[src/rtl/multicycle_controller.sv]
// Main sequencing FSM of the multi-cycle RV32I core: fetch/decode/execute/memory/writeback.
// Latency: outputs are combinational from the current state (plus mem_ready in memory states);
// Backpressure: holds in FETCH/MEMREAD/MEMWRITE while mem_ready=0, faults after MEM_TIMEOUT waits.
//
// Ports:
//   clk, reset        core clock, synchronous active-high reset (FSM -> FETCH, fault cleared)
//   op                opcode from the instruction register
//   mem_ready         shared memory port accepts/returns data this cycle
//   mem_req/mem_write/adr_src   memory access request, store flag, address select
//   ir_write/pc_write/branch/reg_write   datapath write enables
//   alu_src_a/alu_src_b/alu_op/result_src   datapath mux selects
//   fault             sticky illegal-opcode / memory-timeout indicator
module multicycle_controller #(
    parameter logic [3:0] RESET_STATE = 4'd0,
    parameter int         MEM_TIMEOUT = 16
) (
    input  logic       clk,
    input  logic       reset,
    input  logic [6:0] op,
    input  logic       mem_ready,
    output logic       mem_req,
    output logic       mem_write,
    output logic       adr_src,
    output logic       ir_write,
    output logic       pc_write,
    output logic       branch,
    output logic       reg_write,
    output logic [1:0] alu_src_a,
    output logic [1:0] alu_src_b,
    output logic [1:0] alu_op,
    output logic [1:0] result_src,
    output logic       fault
);

    typedef enum logic [3:0] {
        S_FETCH    = 4'd0,
        S_DECODE   = 4'd1,
        S_MEMADR   = 4'd2,
        S_MEMREAD  = 4'd3,
        S_MEMWB    = 4'd4,
        S_MEMWRITE = 4'd5,
        S_EXECR    = 4'd6,
        S_EXECI    = 4'd7,
        S_ALUWB    = 4'd8,
        S_BRANCH   = 4'd9,
        S_JAL      = 4'd10,
        S_JALR     = 4'd11,
        S_JALR2    = 4'd12,
        S_LUI      = 4'd13,
        S_AUIPC    = 4'd14,
        S_FAULT    = 4'd15
    } state_t;

    localparam logic [6:0] OP_LOAD  = 7'b0000011;
    localparam logic [6:0] OP_STORE = 7'b0100011;
    localparam logic [6:0] OP_R     = 7'b0110011;
    localparam logic [6:0] OP_I     = 7'b0010011;
    localparam logic [6:0] OP_BR    = 7'b1100011;
    localparam logic [6:0] OP_JAL   = 7'b1101111;
    localparam logic [6:0] OP_JALR  = 7'b1100111;
    localparam logic [6:0] OP_LUI   = 7'b0110111;
    localparam logic [6:0] OP_AUIPC = 7'b0010111;

    // The counter only has to represent 0..MEM_TIMEOUT-1: the wait that would
    // bring it to MEM_TIMEOUT is the one that diverts to FAULT instead.
    localparam int             CW       = (MEM_TIMEOUT > 1) ? $clog2(MEM_TIMEOUT) : 1;
    localparam bit             TO_EN    = (MEM_TIMEOUT > 0);
    localparam logic [CW-1:0]  CNT_LAST = TO_EN ? CW'(MEM_TIMEOUT - 1) : '0;

    state_t          state_q, state_d;
    logic [CW-1:0]   cnt_q, cnt_d;
    logic            mem_wait;
    logic            timeout_hit;

    assign timeout_hit = TO_EN && (cnt_q == CNT_LAST);

    always_ff @(posedge clk) begin
        if (reset) begin
            state_q <= state_t'(RESET_STATE);
            cnt_q   <= '0;
        end else begin
            state_q <= state_d;
            cnt_q   <= cnt_d;
        end
    end

    always_comb begin
        state_d    = state_q;
        mem_wait   = 1'b0;
        mem_req    = 1'b0;
        mem_write  = 1'b0;
        adr_src    = 1'b0;
        ir_write   = 1'b0;
        pc_write   = 1'b0;
        branch     = 1'b0;
        reg_write  = 1'b0;
        alu_src_a  = 2'b00;
        alu_src_b  = 2'b00;
        alu_op     = 2'b00;
        result_src = 2'b00;
        fault      = 1'b0;

        // While reset is asserted every output stays at its default value.
        if (!reset) begin
            unique case (state_q)
                S_FETCH: begin
                    mem_req    = 1'b1;
                    alu_src_b  = 2'b10;
                    result_src = 2'b10;
                    if (mem_ready) begin
                        ir_write = 1'b1;
                        pc_write = 1'b1;
                        state_d  = S_DECODE;
                    end else begin
                        mem_wait = 1'b1;
                        if (timeout_hit) state_d = S_FAULT;
                    end
                end
                S_DECODE: begin
                    // Precompute old_pc + imm for branch/jal targets.
                    alu_src_a = 2'b01;
                    alu_src_b = 2'b01;
                    case (op)
                        OP_LOAD, OP_STORE: state_d = S_MEMADR;
                        OP_R:              state_d = S_EXECR;
                        OP_I:              state_d = S_EXECI;
                        OP_BR:             state_d = S_BRANCH;
                        OP_JAL:            state_d = S_JAL;
                        OP_JALR:           state_d = S_JALR;
                        OP_LUI:            state_d = S_LUI;
                        OP_AUIPC:          state_d = S_AUIPC;
                        default:           state_d = S_FAULT;
                    endcase
                end
                S_MEMADR: begin
                    alu_src_a = 2'b10;
                    alu_src_b = 2'b01;
                    state_d   = (op == OP_LOAD) ? S_MEMREAD : S_MEMWRITE;
                end
                S_MEMREAD: begin
                    mem_req = 1'b1;
                    adr_src = 1'b1;
                    if (mem_ready) begin
                        state_d = S_MEMWB;
                    end else begin
                        mem_wait = 1'b1;
                        if (timeout_hit) state_d = S_FAULT;
                    end
                end
                S_MEMWB: begin
                    result_src = 2'b01;
                    reg_write  = 1'b1;
                    state_d    = S_FETCH;
                end
                S_MEMWRITE: begin
                    mem_req   = 1'b1;
                    mem_write = 1'b1;
                    adr_src   = 1'b1;
                    if (mem_ready) begin
                        state_d = S_FETCH;
                    end else begin
                        mem_wait = 1'b1;
                        if (timeout_hit) state_d = S_FAULT;
                    end
                end
                S_EXECR: begin
                    alu_src_a = 2'b10;
                    alu_op    = 2'b10;
                    state_d   = S_ALUWB;
                end
                S_EXECI: begin
                    alu_src_a = 2'b10;
                    alu_src_b = 2'b01;
                    alu_op    = 2'b10;
                    state_d   = S_ALUWB;
                end
                S_ALUWB: begin
                    reg_write = 1'b1;
                    state_d   = S_FETCH;
                end
                S_BRANCH: begin
                    alu_src_a = 2'b10;
                    alu_op    = 2'b01;
                    branch    = 1'b1;
                    state_d   = S_FETCH;
                end
                S_JAL: begin
                    // PC takes the target latched in DECODE while ALU forms old_pc+4 for rd.
                    alu_src_a = 2'b01;
                    alu_src_b = 2'b10;
                    pc_write  = 1'b1;
                    state_d   = S_ALUWB;
                end
                S_JALR: begin
                    alu_src_a = 2'b10;
                    alu_src_b = 2'b01;
                    state_d   = S_JALR2;
                end
                S_JALR2: begin
                    // PC takes rd1+imm from ALU-out; ALU forms old_pc+4 for rd.
                    alu_src_a = 2'b01;
                    alu_src_b = 2'b10;
                    pc_write  = 1'b1;
                    state_d   = S_ALUWB;
                end
                S_LUI: begin
                    alu_src_a = 2'b11;
                    alu_src_b = 2'b01;
                    state_d   = S_ALUWB;
                end
                S_AUIPC: begin
                    alu_src_a = 2'b01;
                    alu_src_b = 2'b01;
                    state_d   = S_ALUWB;
                end
                S_FAULT: begin
                    fault   = 1'b1;
                    state_d = S_FAULT;
                end
                default: state_d = S_FAULT;
            endcase
        end
    end

    // Every entry into a memory state is a state change, so clearing on any
    // transition gives each access a fresh wait budget.
    always_comb begin
        cnt_d = cnt_q;
        if (state_d != state_q) begin
            cnt_d = '0;
        end else if (mem_wait) begin
            cnt_d = cnt_q + 1'b1;
        end
    end

endmodule

[config.mk]
export PLATFORM = sky130hd
export DESIGN_NAME = multicycle_controller
export DESIGN_NICKNAME = d
export VERILOG_FILES = /design/src/rtl/multicycle_controller.sv
export SDC_FILE = /design/constraint.sdc
export NUM_CORES = 1
export LEC_CHECK = 0
export ABC_AREA = 1
export CAP_MARGIN = 5
export CORE_MARGIN = 4
export CORE_UTILIZATION = 52
export DETAILED_ROUTE_END_ITERATION = 12
export PLACE_DENSITY = 0.93
export SLEW_MARGIN = 30
export SYNTH_ARGS = -nofsm -noshare
export SYNTH_HDL_FRONTEND = slang
export SYNTH_SLANG_ARGS = --single-unit
[constraint.sdc]
create_clock -name clk -period 3.55 [get_ports clk]
set_input_delay 0.8875 -clock clk [delete_from_list [all_inputs] [get_ports clk]]
set_output_delay 0.8875 -clock clk [all_outputs]
set_load 0.05 [all_outputs]
==> flow_summary.json, run 1 <==
{
  "run_status": "completed",
  "num_io_pins": 26,
  "grt_antenna_before_repair": 0,
  "worst_path_dominant_cell_family": "buffers and inverters",
  "sinks_on_the_clock_net": 8,
  "setup_tns_ps": 0,
  "postSynthCellCount": 182,
  "setup_repair_after_global_routing_missed_its_margin": "no",
  "setup_violations": 0,
  "fin_nets": 221,
  "crit_path_start_kind": "input port",
  "worst-path-buf-inv": 4,
  "slowest_delay_ps": 410,
  "fraction_of_final_layout_cells_sized_beyond_drive_strength_1_pct": 18.3,
  "mapped_cell_area_um2": 990,
  "drt_pre_antenna_iters": 4,
  "synth_sequential_area_ratio_pct": 16.2,
  "critPathMaxFanout": 7,
  "antenna-diode-count": 0,
  "fp-row-count": 15,
  "tritoncts.num_buffers": 3,
  "number_of_flops_mapped_to_enable_cells_by_yosys": 0,
  "end_kind": "output pin",
  "yosys_reg_bits": 8,
  "setup_ws_ps": 298,
  "fmax_mhz": 307,
  "netlist-cell-type-count": 27,
  "clock_insertion_delay_worst_skew_ps": 270,
  "postSynthAreaPerCell_um2": 5.44,
  "final.setup_skew_ps": 10.2,
  "start_util_pct": 56.1,
  "hpwlAfterDp_mm": 2.55,
  "chipWidth_um": 51.6,
  "slowest_stage": "clkdlybuf4s50_1",
  "hold_class": "reg -> reg",
  "first_global_vias": 1200,
  "cts.repair.resized": 0,
  "timing.critical_path.required_ps": 2660,
  "max_slew.worst_pin.slew_ps": 346,
  "maximum_number_of_pins_on_one_net_before_global_route_repair": 13,
  "grt_use_total_pct": 25.7,
  "residual_antenna_violating_net_count_after_detailed_routing": 0,
  "synth_async_sr_flop_share_pct": 0,
  "final_common_cell": "nand2_1",
  "avgViaCountPerCell": 5.54,
  "globalRouteOverflowTotal": 0,
  "routabilityCongestion": 0.987,
  "wire_length_of_the_first_global_routing_pass_mm": 5.18,
  "path_common_cell": "inv_1",
  "clock_tree.root_cell": "clkbuf_4",
  "floorplan.core_area_um2": 1760,
  "power-per-cell-area_nw_per_um2": 352,
  "timing.critical_path.cells": "clkdlybuf4s50_1 > inv_1 > nand2_2 > nor2_2 > inv_1 > o21ai_1 > buf_12",
  "synth.net_count": 193,
  "fp.dieArea_um2": 2670,
  "commonest_non_fill_non_tap_cells_in_the_layout": "46 x nand2_1, 30 x nor2_1, 26 x inv_1",
  "data_arrival_time_of_the_worst_path_ps": 2360,
  "cts_hold_buffers": 0,
  "drc_errors": 0,
  "cts.repair_timing.setup_buffer_count": 0,
  "period_minus_slack_ps": 3250,
  "wire_per_inst_um": 13.2,
  "drt-initial-drc-count": 79,
  "finalMaxSlewViolations": 0,
  "total_leakage_power_uw": 0.000659,
  "fin_crit_sh_pct": 91.6,
  "final-hold-violation-count": 0,
  "maximum_ir_drop_on_the_vdd_rail_uv": 288,
  "dr_total_vias": 1290,
  "clock_tree.buffer_depth": 2,
  "growth_of_design_area_from_synthesis_to_finish_pct": 42.9,
  "cts.clk_slew.worst_paths_ps": 50,
  "slew-limit-headroom_pct": 76.9,
  "cts_tree": "yes",
  "die_h_um": 51.6,
  "clock_tree.htree_level_count": 1,
  "postRouteWirelength_mm": 3.09,
  "cap_viol_max_count": 0,
  "pre_cts_ws_ps": 326,
  "port_buffers": 25,
  "postSynth.topFlopCell": "dfxtp_1",
  "yosys_warnings": 0,
  "worst-setup-path-type": "in -> out"
}
-- kinds of logic (layout without fill, tap and decap cells) --
kind of cell / count (synthesis) / in the layout / share of synthesized area (%)
and+or+nand+nor: 113 / 113 / 51.2
buffers and inverters: 34 / 60 / 14.2
xor gates and xnor gates: 3 / 3 / 2.66
adders and majority gates: 1 / 1 / 1.26
DFF: 8 / 8 / 16.2
AOI/OAI and AO/OA: 23 / 23 / 14.5
-- flip-flops by register name (all words and copies together) (netlist names) --
| signal | flops |
|---|---|
| cnt_q | 4 |
| state_q | 4 |
-- Yosys cell counts (2+ instances only) --
library cell	n	area, um^2
a21oi_1	10	50.1
a31oi_1	2	12.5
a41oi_1	3	26.3
dfxtp_1	8	160
inv_1	26	97.6
inv_2	4	15.0
nand2_1	46	173
nand2_2	3	18.8
nand3_1	18	90.1
nand4_1	2	12.5
nor2_1	30	113
nor2_2	5	31.3
nor2_4	2	22.5
nor3_1	5	25.0
o21ai_0	5	25.0
xor2_1	2	17.5
-- tightest hold or removal path, delay by kind of cell, from the launching register on --
family / cells / cell delay [ps]
AND/OR/NAND/NOR: 3 / 150
buffers and inverters: 1 / 50
flip-flops: 1 / 320
-- worst paths after layout --
kind | startpoint | endpoint | slack [ps] | depth (start not counted)
max | reset | pc_write | 300 | 7
min | cnt_q[1] | cnt_q[1] | 570 | 4
max reg2reg | state_q[1] | cnt_q[3] | 1630 | 11
min reg2reg | cnt_q[1] | cnt_q[1] | 570 | 4
-- layout make-up --
class,instances,area (um^2)
Clock buffer,3,22.5
Fill cell,130,350
Inverter,31,118
Multi-Input combinational cell,140,689
Sequential cell,8,160
Tap cell,25,31.3
Timing Repair Buffer,26,393
-- metrics by stage --
| step | total power [uW] | area (um^2) | cells | hold slack (ps) | util (%) |
|---|---|---|---|---|---|
| 2_1_floorplan | 302 | 990 | 182 | 520 | - |
| 5_1_grt | 524 | 1410 | 233 | 610 | 80.1 |
| 3_5_place_dp | 420 | 1390 | 230 | 557 | 78.9 |
| 3_3_place_gp | 408 | 1390 | 230 | 538 | 78.9 |
| 4_1_cts | 492 | 1410 | 233 | 576 | 80.1 |
| 6_report | 497 | 1410 | 233 | 575 | 80.1 |
-- power breakdown --
part | leakage (uW) | internal (uW) | total [uW] | switching, uW
Clock | 0.0000138 | 39.0 | 75.2 | 36.2
Combinational | 0.000580 | 117 | 309 | 192
Sequential | 0.0000654 | 97.0 | 113 | 15.7
Total | 0.000659 | 253 | 497 | 244
-- per-layer routing --
layer	part of all wire, %	routed length (um)	GRT usage (%)	up-vias
li1	-	-	-	635
met1	38	1180	28.0	571
met2	51	1590	47.7	71
met3	7.0	217	4.30	13
met4	3.3	102	12.2	0
met5	0	0	0	-
Note: power is estimated with default switching activity, not from simulation.
==> inputs of run 2 (changes only) <==
--- a/config.mk
+++ b/config.mk
@@ -10,6 +10,7 @@
 export CORE_MARGIN = 4
 export CORE_UTILIZATION = 52
 export DETAILED_ROUTE_END_ITERATION = 12
+export MAX_ROUTING_LAYER = met4
 export PLACE_DENSITY = 0.93
 export SLEW_MARGIN = 30
 export SYNTH_ARGS = -nofsm -noshare
==> run 2 against run 1 <==
  * Critical path depth stayed put
  * Register-to-register slack got worse by 80 ps
  * Critical path type unchanged
  * Highest routed layer unchanged
  * Die area did not move
  * First-iteration DRC count up 28%
  * Power rose by 0.34%
  * Utilization did not move
  * Sequential share of layout area is the same
  * Fmax grew 0.28%
  * Clock skew rose by 6.6 ps
  * Sequential power barely moved
  * Non-clock buffer count is the same
  * Clock power fell by 2%
==> flow_summary.json, run 2 (synthesized netlist as in run 1, its figures left out) <==
{
  "run_status": "completed",
  "tritoncts.num_buffers": 3,
  "antenna-diode-count": 0,
  "cts_tree": "yes",
  "path_common_cell": "inv_1",
  "final.setup_skew_ps": 16.8,
  "period_minus_slack_ps": 3240,
  "globalRouteOverflowTotal": 0,
  "worst-setup-path-type": "in -> out",
  "routabilityCongestion": 1.01,
  "setup_repair_after_global_routing_missed_its_margin": "no",
  "cts.clk_slew.worst_paths_ps": 50,
  "slowest_stage": "clkdlybuf4s50_1",
  "fraction_of_final_layout_cells_sized_beyond_drive_strength_1_pct": 18.3,
  "end_kind": "output pin",
  "drc_errors": 0,
  "clock_insertion_delay_worst_skew_ps": 270,
  "r2r-start": "state_q[0]",
  "fmax_mhz": 308,
  "total_leakage_power_uw": 0.000659,
  "fin_crit_sh_pct": 91.4,
  "clock_tree.buffer_depth": 2,
  "sinks_on_the_clock_net": 8,
  "wire_per_inst_um": 13.7,
  "drt-initial-drc-count": 101,
  "maximum_ir_drop_on_the_vdd_rail_uv": 298,
  "swShare_pct": 49.2,
  "crit_path_start_kind": "input port",
  "p_seq_share_pct": 22.6,
  "fp-row-count": 15,
  "final_common_cell": "nand2_1",
  "timing.critical_path.cells": "clkdlybuf4s50_1 > inv_1 > nand2_2 > nor2_2 > inv_1 > o21ai_1 > buf_12",
  "fill_cells": 126,
  "setup_tns_ps": 0,
  "fin_hold_ws_ps": 591,
  "worst_hold_startpoint": "cnt_q[1]",
  "cts_hold_buffers": 0,
  "placed_area_um2": 1390,
  "worst_path_dominant_cell_family": "buffers and inverters",
  "fin_nets": 221,
  "startpoint": "reset",
  "timing.critical_path.required_ps": 2660,
  "clock_tree.htree_level_count": 1,
  "power.share.combinational_pct": 62.6,
  "residual_antenna_violating_net_count_after_detailed_routing": 0,
  "clock_tree.root_cell": "clkbuf_4",
  "commonest_non_fill_non_tap_cells_in_the_layout": "46 x nand2_1, 30 x nor2_1, 26 x inv_1",
  "worst-path-buf-inv": 4,
  "critPathMaxFanout": 7,
  "drt_pre_antenna_iters": 5,
  "first_global_vias": 1262,
  "final-hold-violation-count": 0,
  "clkPwrFrac_pct": 14.8,
  "start_util_pct": 56.1,
  "setup_violations": 0,
  "max_slew.worst_pin.slew_ps": 356,
  "p_switching_uw": 245,
  "internal_power_uw": 253,
  "finalMaxSlewViolations": 0,
  "cap_viol_max_count": 0,
  "wire_length_of_the_first_global_routing_pass_mm": 5.42,
  "die_h_um": 51.6,
  "cts.repair.resized": 0,
  "data_arrival_time_of_the_worst_path_ps": 2360,
  "hold_class": "reg -> reg",
  "floorplan.core_area_um2": 1760,
  "fp.dieArea_um2": 2670,
  "largest_registers_in_the_final_layout": "cnt_q x4, state_q x4",
  "hpwlAfterDp_mm": 2.57,
  "dr_total_vias": 1313,
  "grt_antenna_before_repair": 0,
  "num_io_pins": 26,
  "postRouteWirelength_mm": 3.19,
  "cts.repair_timing.setup_buffer_count": 0,
  "growth_of_design_area_from_synthesis_to_finish_pct": 42.9,
  "avgViaCountPerCell": 5.64,
  "slowest_delay_ps": 420,
  "power-per-cell-area_nw_per_um2": 353,
  "slew-limit-headroom_pct": 75.9,
  "maximum_number_of_pins_on_one_net_before_global_route_repair": 13,
  "port_buffers": 25,
  "layout.cell_area.non_filler_um2": 1410,
  "chipWidth_um": 51.6,
  "grt_use_total_pct": 28.0
}
run 2: worst reg2reg max path, stage by stage, from the launching register on:
cell and delay (ps):
dfxtp_1 520, inv_2 110, nor2_1 150, nand2_2 100
nand3_1 120, a21oi_1 80, nand3_1 110, nand2_1 90
a21oi_1 210, nand2_1 150, nor3_1 230
run 2: layout make-up:
cell class / instances / area, um^2 / share of cell area [%]
repair buffers: 26 / 393 / 27.8
flip-flops and latches: 8 / 160 / 11.3
multi-input cells: 140 / 689 / 48.8
inverters: 31 / 118 / 8.32
well taps: 25 / 31.3 / 2.21
clock buffers: 3 / 22.5 / 1.59
run 2: power groups by stage:
| stage | Clock, uW | Combinational, uW | Sequential [uW] |
|---|---|---|---|
| 2_1_floorplan | 0 | 197 | 105 |
| 3_3_place_gp | 0 | 295 | 113 |
| 3_5_place_dp | 0 | 306 | 114 |
| 4_1_cts | 73.6 | 308 | 112 |
| 5_1_grt | 78.7 | 334 | 114 |
| 6_report | 74.0 | 312 | 113 |
run 2: final timing paths:
path,slack (ps),to,cells past startpoint
setup / recovery,310,pc_write,7
hold / removal,590,cnt_q[1],4
setup reg to reg,1550,cnt_q[1],10
hold reg to reg,590,cnt_q[1],4
run 2: routing by layer:
layer	track usage [%]	part of all wire [%]	vias up
met3	4.87	8.6	18
met5	-	0	-
met1	31.1	38	573
li1	-	-	636
met4	16.2	3.7	0
met2	47.2	49	86
run 2: metrics by stage:
step	utilization, %	setup WS [ps]	std cells	total power (uW)
floorplan	-	125	182	302
global placement	78.9	390	230	408
detailed placement	78.9	339	230	420
CTS	80.1	339	233	494
global route	80.1	185	233	527
finish	80.1	307	233	499
